**src/rtl/counter_arb_pkg.sv**
```systemverilog
// Shared types and defaults for the counter arbiter: FSM state encoding,
// default widths and the modulo-increment helper used for the round-robin pointer.
package counter_arb_pkg;

    typedef enum logic [1:0] {
        IDLE  = 2'd0,
        LOAD  = 2'd1,
        COUNT = 2'd2,
        DONE  = 2'd3
    } arb_state_t;

    localparam int DATA_W = 5;
    localparam int CNT_W  = 6;

    // Next requester index, wrapping at n (n need not be a power of two).
    function automatic int wrap_inc(input int idx, input int n);
        return (idx + 1 >= n) ? 0 : idx + 1;
    endfunction

endpackage

```
**src/rtl/counter_arbiter_rr_select.sv**
```systemverilog
// Combinational rotate-priority picker: returns the first asserted request
// at or after the pointer, wrapping modulo NUM_REQ.
module rr_select #(
    parameter int NUM_REQ = 4,
    parameter int IDX_W   = 2
) (
    input  logic [NUM_REQ-1:0] req,
    input  logic [IDX_W-1:0]   ptr,
    output logic               valid,
    output logic [IDX_W-1:0]   index
);

    logic [IDX_W:0]   w_sum  [NUM_REQ];
    logic [IDX_W-1:0] w_cand [NUM_REQ];
    logic [NUM_REQ-1:0] w_hit;

    // Candidate gi is the requester gi positions after the pointer.
    for (genvar gi = 0; gi < NUM_REQ; gi++) begin : g_cand
        assign w_sum[gi]  = {1'b0, ptr} + (IDX_W+1)'(gi);
        assign w_cand[gi] = (w_sum[gi] >= (IDX_W+1)'(NUM_REQ))
                            ? IDX_W'(w_sum[gi] - (IDX_W+1)'(NUM_REQ))
                            : IDX_W'(w_sum[gi]);
        assign w_hit[gi]  = req[w_cand[gi]];
    end

    always_comb begin
        valid = 1'b0;
        index = '0;
        for (int k = NUM_REQ - 1; k >= 0; k--) begin
            if (w_hit[k]) begin
                valid = 1'b1;
                index = w_cand[k];
            end
        end
    end

endmodule

```
**src/rtl/counter_arbiter.sv**
```systemverilog
// Round-robin arbiter that lends one external loadable up-counter to NUM_REQ
// requesters: load a start value, count K cycles, hand back the final value.
module counter_arbiter #(
    parameter int NUM_REQ = 4,
    parameter int DATA_W  = counter_arb_pkg::DATA_W,
    parameter int CNT_W   = counter_arb_pkg::CNT_W
) (
    input  logic                      clk,
    input  logic                      rst,
    input  logic [NUM_REQ-1:0]        req,
    input  logic [NUM_REQ*DATA_W-1:0] req_data,
    input  logic [NUM_REQ*CNT_W-1:0]  req_count,
    output logic [NUM_REQ-1:0]        gnt,
    output logic [NUM_REQ-1:0]        done,
    output logic [DATA_W-1:0]         result,
    output logic                      busy,
    output logic                      cnt_load,
    output logic                      cnt_en,
    output logic [DATA_W-1:0]         cnt_data,
    input  logic [DATA_W-1:0]         cnt_value
);

    import counter_arb_pkg::*;

    localparam int IDX_W = $clog2(NUM_REQ);

    arb_state_t         r_state, w_next_state;
    logic [IDX_W-1:0]   r_ptr, r_idx, w_sel_idx;
    logic               w_sel_valid, w_abort;
    logic [DATA_W-1:0]  r_data, r_result;
    logic [CNT_W-1:0]   r_count, r_remaining;
    logic [DATA_W-1:0]  w_req_data  [NUM_REQ];
    logic [CNT_W-1:0]   w_req_count [NUM_REQ];
    logic [NUM_REQ-1:0] w_idx_hot;

    for (genvar gi = 0; gi < NUM_REQ; gi++) begin : g_unpack
        assign w_req_data[gi]  = req_data[gi*DATA_W +: DATA_W];
        assign w_req_count[gi] = req_count[gi*CNT_W +: CNT_W];
        assign w_idx_hot[gi]   = (r_idx == IDX_W'(gi));
    end

    rr_select #(
        .NUM_REQ (NUM_REQ),
        .IDX_W   (IDX_W)
    ) u_rr_select (
        .req   (req),
        .ptr   (r_ptr),
        .valid (w_sel_valid),
        .index (w_sel_idx)
    );

    // The granted requester letting go mid-transaction kills it immediately.
    assign w_abort = ((r_state == LOAD) || (r_state == COUNT)) && !req[r_idx];

    always_comb begin
        w_next_state = r_state;
        cnt_load     = 1'b0;
        cnt_en       = 1'b0;
        cnt_data     = '0;
        case (r_state)
            IDLE: begin
                if (w_sel_valid) begin
                    w_next_state = LOAD;
                end
            end
            LOAD: begin
                cnt_data = r_data;
                if (w_abort) begin
                    w_next_state = IDLE;
                end else begin
                    cnt_load     = 1'b1;
                    w_next_state = (r_count == '0) ? DONE : COUNT;
                end
            end
            COUNT: begin
                if (w_abort) begin
                    w_next_state = IDLE;
                end else begin
                    cnt_en = 1'b1;
                    if (r_remaining == CNT_W'(1)) begin
                        w_next_state = DONE;
                    end
                end
            end
            DONE: begin
                w_next_state = IDLE;
            end
            default: begin
                w_next_state = IDLE;
            end
        endcase
    end

    always_ff @(posedge clk) begin
        if (rst) begin
            r_state     <= IDLE;
            r_ptr       <= '0;
            r_idx       <= '0;
            r_data      <= '0;
            r_count     <= '0;
            r_remaining <= '0;
            r_result    <= '0;
        end else begin
            r_state <= w_next_state;
            case (r_state)
                IDLE: begin
                    if (w_sel_valid) begin
                        r_idx   <= w_sel_idx;
                        r_data  <= w_req_data[w_sel_idx];
                        r_count <= w_req_count[w_sel_idx];
                    end
                end
                LOAD: begin
                    if (w_abort) begin
                        r_ptr <= IDX_W'(wrap_inc(int'(r_idx), NUM_REQ));
                    end else begin
                        r_remaining <= r_count;
                    end
                end
                COUNT: begin
                    if (w_abort) begin
                        r_ptr <= IDX_W'(wrap_inc(int'(r_idx), NUM_REQ));
                    end else begin
                        r_remaining <= r_remaining - CNT_W'(1);
                    end
                end
                DONE: begin
                    r_result <= cnt_value;
                    r_ptr    <= IDX_W'(wrap_inc(int'(r_idx), NUM_REQ));
                end
                default: begin
                    r_ptr <= r_ptr;
                end
            endcase
        end
    end

    assign gnt    = (r_state != IDLE) ? w_idx_hot : '0;
    assign done   = (r_state == DONE) ? w_idx_hot : '0;
    assign busy   = (r_state != IDLE);
    assign result = r_result;

endmodule

```
**config.mk**
```make
export PLATFORM = sky130hd
export DESIGN_NAME = counter_arbiter
export DESIGN_NICKNAME = d
export VERILOG_FILES = /design/src/rtl/counter_arb_pkg.sv /design/src/rtl/counter_arbiter_rr_select.sv /design/src/rtl/counter_arbiter.sv
export SDC_FILE = /design/constraint.sdc
export NUM_CORES = 1
export LEC_CHECK = 0
export ABC_AREA = 1
export ABC_CLOCK_PERIOD_IN_PS = 2009
export CAP_MARGIN = 20
export CORE_MARGIN = 4
export CORE_UTILIZATION = 35
export DETAILED_ROUTE_END_ITERATION = 12
export HOLD_SLACK_MARGIN = 0.15
export PLACE_DENSITY_LB_ADDON = 0.25
export SYNTH_ARGS = -nofsm -noshare
export SYNTH_HDL_FRONTEND = slang
export SYNTH_SLANG_ARGS = --single-unit
```
**constraint.sdc**
```tcl
create_clock -name clk -period 2.01 [get_ports clk]
set_input_delay 0.3015 -clock clk [delete_from_list [all_inputs] [get_ports clk]]
set_output_delay 0.3015 -clock clk [all_outputs]
set_load 0.02 [all_outputs]
```
==> results.sh <==
export IMPL_fill_cells=629
export IMPL_diodes=0
export IMPL_crit_top_cell="nand2_1"
export IMPL_drc=0
export IMPL_synth_nets=432
export IMPL_utilization=0.553
export IMPL_wl_per_cell_um=11.6
export IMPL_max_stage_delay_ns=0.49
export IMPL_finalHoldViolCount=0
export IMPL_slew_headroom=0.729
export IMPL_start_kind="input pin"
export IMPL_clk_latency_ns=0.27
export IMPL_worst_clock_skew_ns=0.00405
export IMPL_fmax_mhz=523
export IMPL_clock_sinks=28
export IMPL_cp_num_buf_inv=5
export IMPL_wirelength_mm=6.24
export IMPL_initial_core_util=0.361
export IMPL_setup_slack_ns=0.0985
export IMPL_end_kind="flip-flop"
export IMPL_ctsLongestPathBuffers=2
export IMPL_synth_seq_cells=28
export IMPL_dieArea_um2=7470
export IMPL_drive_gt1_frac=0.114
export IMPL_cts_hold_buffers_added=0
export IMPL_crit_type="in -> reg"
export IMPL_post_place_cells=532
export IMPL_tightest_slew_ns=0.406
export IMPL_synthCells=367
export IMPL_period_needed_ns=1.91
export IMPL_instances_no_fill=538
export IMPL_tns_ns=0
export IMPL_viasPerCell=4.78
export IMPL_startpoint="req[0]"
export IMPL_ys_types=26
export IMPL_syn_avg_cell_area_um2=5.86
export IMPL_rows=28
export IMPL_io_pins=76
export IMPL_antenna_found_initial=0
export IMPL_clockRootBuffer="clkbuf_8"
export IMPL_crit_required_ns=2.19
export IMPL_nNetsFinal=529
export IMPL_path_clk_slew_ns=0.09
export IMPL_place_area_um2=3140
export IMPL_place_ws_ns=-0.271
export IMPL_final_area_um2=3300
export IMPL_power_density_nw_per_um2=1720
export IMPL_cp_arrival_ns=2.09
export IMPL_max_cap_violations=0
export IMPL_cts_tree="yes"
export IMPL_io_buffers=75
export IMPL_grt_pass1_wl_mm=10.2
export IMPL_grt_max_degree=24
export IMPL_cp_top_family="buffers and inverters"
export IMPL_hpwl_mm=4.85
export IMPL_cp_max_fo=11
export IMPL_grtUsageTotal=0.164
export IMPL_slew_violations=0
export IMPL_crit_chain="clkdlybuf4s50_1 -> buf_4 -> nand2_1 -> nand2_1 -> nand2_1 -> nand2_2 -> inv_2 -> a21oi_4 -> nand2_4 -> buf_12 -> nand3_1 -> nand2_1 -> nand2_1 -> nand3_1 -> nand2_1 -> inv_1"
export IMPL_area_growth_syn_to_layout_pct=53.1
export IMPL_worst_hold_path_type="reg -> reg"
export IMPL_die_y_um=86.4
export IMPL_vdd_ir_drop_max_v=0.000882
export IMPL_setup_viol=0
export IMPL_rsz0062_at_grt="yes"
export IMPL_post_route_period_util=0.951
export IMPL_syn_area_um2=2150
export IMPL_yosysWarnings=0
export IMPL_drt_initial_drc_count=71
export IMPL_core_area_um2=5960
export IMPL_chipWidth_um=86.4
export IMPL_multi_input_area_um2=1340
export IMPL_worstHoldStart="r_remaining[4]"
export IMPL_grt_overflow=0
export IMPL_grt_pass1_vias=2385
export IMPL_ant_nets=0
export IMPL_cts_buffers=3
export IMPL_detailedRoute_firstPassIterationCount=4
export IMPL_worstReg2RegStart="r_ptr[1]"
export IMPL_p_leak_nw=1.83
export IMPL_ys_seq_area_frac=0.260
export IMPL_crit_slowest_cell="clkdlybuf4s50_1"
export IMPL_cts_max_level=1
export IMPL_via_count=2570
export IMPL_run_status="finished, final reports clean"
export IMPL_gp_congestion=0.810
export IMPL_regArea_um2=562
final cells by class:
class                   count  share of cell area
repair buffers            104               0.304
inverters                  63              0.0737
multi-input cells         264               0.407
clock buffers               4              0.0167
flip-flops and latches     28               0.170
well taps                  75              0.0285
worst register-to-register path, delay by kind of cell (launching register included):
family / cells / cell delay [ns]
AND/OR/NAND/NOR: 12 / 0.92
flip-flops: 1 / 0.41
buffers and inverters: 4 / 0.43
repair_timing:
item | CTS | global route
setup endpoints to repair | 14 | 21
cloned | 0 | 1
buffers inserted | 0 | 1
resized for setup | 11 | 27
pin swaps | 0 | 1
metrics by stage:
stage                     power (mW)  hold slack (ns)
after floorplan                 3.72            0.436
after global placement          4.88            0.482
after detailed placement        4.96            0.498
after CTS                       5.29            0.512
after global routing            6.25            0.535
final                           5.68            0.511
power breakdown:
| group | total [mW] | switching (mW) | internal [mW] |
|---|---|---|---|
| combinational | 4.43 | 2.60 | 1.82 |
| sequential | 0.898 | 0.135 | 0.763 |
| clock | 0.353 | 0.177 | 0.176 |
| total | 5.68 | 2.91 | 2.76 |
layout by cell type (no fill, tap or decap), types with 2 or more instances in the layout:
| master | count |
|---|---|
| clkdlybuf4s50_1 | 59 |
| ha_1 | 9 |
| clkbuf_2 | 2 |
| a21oi_1 | 16 |
| a21oi_4 | 2 |
| o22ai_1 | 3 |
| buf_4 | 26 |
| nand2_2 | 4 |
| nor2_1 | 35 |
| nand3_1 | 41 |
| nand3b_1 | 12 |
| nand2_1 | 108 |
| dlymetal6s2s_1 | 7 |
| inv_1 | 59 |
| clkbuf_8 | 4 |
| dlygate4sd2_1 | 7 |
| a211oi_1 | 4 |
| dfxtp_1 | 27 |
| inv_2 | 2 |
| nor3_1 | 2 |
| o21ai_0 | 15 |
| nand2_4 | 3 |
| o21ai_1 | 2 |
layer usage:
metal,track usage,share of wire,vias to the layer above
met5,0,0,-
met1,0.205,0.45,1158
met4,0.0269,0.0091,0
li1,-,-,1337
met2,0.293,0.48,69
met3,0.0333,0.053,6
logic make-up after synthesis:
| kind of cell | count (synthesis) | synth area share |
|---|---|---|
| AO/OA/AOI/OAI | 44 | 0.111 |
| XOR/XNOR | 1 | 0.00407 |
| adder cells (fa/ha/maj) | 10 | 0.0581 |
| buffers and inverters | 75 | 0.142 |
| flip-flops | 28 | 0.260 |
| AND/OR/NAND/NOR | 209 | 0.424 |
final timing paths:
path	endpoint	slack (ns)	cells after the start
worst min-delay path	r_remaining[4]	0.51	2
worst min register to register	r_remaining[4]	0.51	2
worst max register to register	r_count[1]	0.15	16
worst max-delay path	r_count[1]	0.1	16
cell usage after synthesis:
library cell / n / area share
ha_1: 10 / 0.058
a211oi_1: 4 / 0.014
nand2_4: 1 / 0.0052
nand2_1: 111 / 0.19
a21oi_2: 1 / 0.0041
o21ai_1: 2 / 0.0047
nand3_1: 41 / 0.095
a31oi_1: 1 / 0.0029
a21oi_1: 17 / 0.040
nand3b_1: 12 / 0.042
dfxtp_1: 28 / 0.26
nand3_2: 1 / 0.0047
buf_2: 5 / 0.012
o22ai_1: 3 / 0.0087
xor2_1: 1 / 0.0041
o21ai_0: 16 / 0.037
nor2_1: 35 / 0.061
nor4_1: 1 / 0.0029
nor3_1: 2 / 0.0047
inv_1: 60 / 0.10
clkbuf_1: 4 / 0.0070
buf_6: 2 / 0.010
nand2_2: 4 / 0.012
nand4_1: 1 / 0.0029
buf_4: 1 / 0.0035
inv_2: 3 / 0.0052
state kept, by name, indices dropped and copies added, names as in the netlist:
register / count
r_count: 6
r_data: 5
r_idx: 2
r_ptr: 2
r_remaining: 6
r_state: 2
result: 5
(Power assumes the default switching activity.)
==> variant, RTL diff (same settings) <==
`NUM_REQ` is set to 4 in 2 places; all go to 2.
--- a/src/rtl/counter_arbiter_rr_select.sv
+++ b/src/rtl/counter_arbiter_rr_select.sv
@@ -1,7 +1,7 @@
 // Combinational rotate-priority picker: returns the first asserted request
 // at or after the pointer, wrapping modulo NUM_REQ.
 module rr_select #(
-    parameter int NUM_REQ = 4,
+    parameter int NUM_REQ = 2,
     parameter int IDX_W   = 2
 ) (
     input  logic [NUM_REQ-1:0] req,
--- a/src/rtl/counter_arbiter.sv
+++ b/src/rtl/counter_arbiter.sv
@@ -1,7 +1,7 @@
 // Round-robin arbiter that lends one external loadable up-counter to NUM_REQ
 // requesters: load a start value, count K cycles, hand back the final value.
 module counter_arbiter #(
-    parameter int NUM_REQ = 4,
+    parameter int NUM_REQ = 2,
     parameter int DATA_W  = counter_arb_pkg::DATA_W,
     parameter int CNT_W   = counter_arb_pkg::CNT_W
 ) (
Interface: changed (5 resized); port bits go from 76 to 48. The function was not compared with the original's and may differ.
==> variant against the unedited design <==
Core utilization decreased by 3.2 points. Setup slack got worse by 0.012 ns. Clock power decreased by 18%. Synthesized area decreased by 29%. Cell count decreased by 36%. Cell area decreased by 35%. Sequential cell count decreased by 2. Combinational power decreased by 66%. First-iteration DRC count increased by 65%. Clock skew decreased by 0.0019 ns. Power decreased by 53%. Wire length decreased by 45%. Count of clock-buffer cells in the layout decreased by 1. Critical path type is now flop to output port.
==> variant: results (changes against the unedited design) <==
stage	metric	value	unit	change
sta	Worst Skew	0.002128	ns	was 0.004052 ns
placed_design	post-DP HPWL	2.624	mm	was 4.850 mm
yosys	Yosys warnings	0		unchanged
placed_design	dpl ws	0.03734	ns	was -0.2709 ns
yosys	Synth Area in XOR/XNOR	0	%	was 0.4070%
global_routing	first-pass GRT wire length	5.865	mm	was 10.17 mm
cts	H-tree depth	1		unchanged
global_routing	largest net degree at the start of global routing	24		unchanged
yosys	sequential cell area fraction in the yosys report	34.24	%	was 26.05%
layout	share of cells above drive strength 1	7.095	%	was 11.45%
yosys	Compound-Gate Fraction of Synth Area	16.87	%	was 11.10%
sta	hold slack	0.5108	ns	was 0.5110 ns
pwr	worst IR drop on VDD	0.4121	mV	was 0.8816 mV
pwr	P_leak	1.183	nW	was 1.833 nW
placed_design	I/O Buffers	47		was 75
setup_path	CP max FO	4		was 11
sta	setup ws final	0.08640	ns	was 0.09851 ns
route	first drt pass iteration count	4		unchanged
setup_path	WP data arrival	1.62	ns	was 2.09 ns
yosys	syn nets	285		was 432
yosys	top post-synthesis cells by area	dfxtp_1 34%, nand2_1 15%, inv_1 11%, nor2_1 8.4%, o21ai_0 7.9%		was dfxtp_1 26%, nand2_1 19%, inv_1 10%, nand3_1 9.5%, nor2_1 6.1%
setup_path	worst reg2reg setup slack	0.23	ns	was 0.15 ns
layout	Largest regs	r_count: 6 flops, r_remaining: 6 flops		unchanged
sta	worst slew pin tran	0.4774	ns	was 0.4055 ns
route	WL/cell	9.965	µm	was 11.60 µm
global_routing	initial antenna violation count	0		unchanged
placed_design	Placer Congestion	0.8044		was 0.8095
yosys	Commonest cells post-synth	62 x nand2_1, 46 x inv_1, 34 x nor2_1, 26 x dfxtp_1, 24 x o21ai_0		was 111 x nand2_1, 60 x inv_1, 41 x nand3_1, 35 x nor2_1, 28 x dfxtp_1
route	mean number of vias per cell	4.408		was 4.777
global_routing	Total GRT Usage	13.42	%	was 16.37%
yosys	post-synthesis cell type count	19		was 26
layout	fillers	426		was 629
layout	Final #Nets	336		was 529
run_status	status	complete, no violations		unchanged
placed_design	Post-DP Area	2067	µm²	was 3142 µm²
route	initial DRC count	117		was 71
pwr	Power Internal	1.451	mW	was 2.762 mW
global_routing	vias in the first global route	1407		was 2385
yosys	Post-Synth Adder-Cell Area	5.761	%	was 5.814%
==> variant: cell types whose count changed in the layout (fill, tap and decap cells not counted), moves of 4 or more <==
cell / change
nand2_1: -46
o21ai_1: +4
clkdlybuf4s50_1: -23
nand3_1: -31
buf_4: -18
ha_1: -4
nand2_2: -4
nand3b_1: -12
inv_1: -13
o21ai_0: +9
a211oi_1: -4
==> variant: critical path, stage by stage, from the launching register on <==
cell and delay, ns:
dfxtp_1 0.38, inv_1 0.13, ha_1 0.32, nand3_2 0.10, nand2_1 0.06, inv_1 0.04
dlygate4sd2_1 0.32
==> variant: cell families (layout without fill, tap and decap cells) <==
| kind of cell | count (synthesis) | in the layout |
|---|---|---|
| and+or+nand+nor | 109 | 109 |
| buffers and inverters | 56 | 105 |
| AOI/OAI and AO/OA | 49 | 49 |
| DFF | 26 | 26 |
| adders and majority gates | 7 | 7 |
==> variant: what timing repair did <==
| action | CTS | global route |
|---|---|---|
| hold buffers | 0 | 0 |
| resized for setup | 6 | 11 |
| setup endpoints to repair | 11 | 9 |
| pin swaps | 0 | 0 |
==> variant: routing by layer <==
layer	wire (µm)	vias up	GRT usage, %
li1	-	853	-
met1	1660	621	17.01
met2	1509	47	22.44
met3	249	4	3.557
met4	29	0	3.622
met5	0	-	0
==> variant: cell type report <==
class | count | area [µm²] | area share, %
Multi-Input combinational cell | 165 | 792.0 | 37.19
Tap cell | 50 | 62.56 | 2.938
Sequential cell | 26 | 521.8 | 24.50
Inverter | 47 | 176.4 | 8.284
Timing Repair Buffer | 55 | 535.5 | 25.15
Clock buffer | 3 | 41.29 | 1.939
==> variant: final timing paths <==
path / startpoint / to / cells past startpoint
worst max-delay path: r_state[1] / cnt_load / 6
worst min-delay path: result[4] / result[4] / 2
worst max register to register: r_state[1] / r_remaining[4] / 8
worst min register to register: result[4] / result[4] / 2
==> variant: per-stage QoR <==
stage / cells / TNS, ns / util [%]
after floorplan: 247 / 0 / -
after global placement: 343 / 0 / 50.58
after detailed placement: 343 / 0 / 50.58
after CTS: 346 / -0.4956 / 51.50
after global routing: 346 / 0 / 52.11
final: 346 / 0 / 52.11
==> variant: power groups by stage <==
stage	Sequential (mW)	Combinational, mW	Clock (mW)
final	0.852	1.50	0.288
after global routing	0.878	1.72	0.317
after CTS	0.843	1.51	0.303
after detailed placement	0.852	1.53	0
after global placement	0.849	1.52	0
after floorplan	0.842	1.07	0
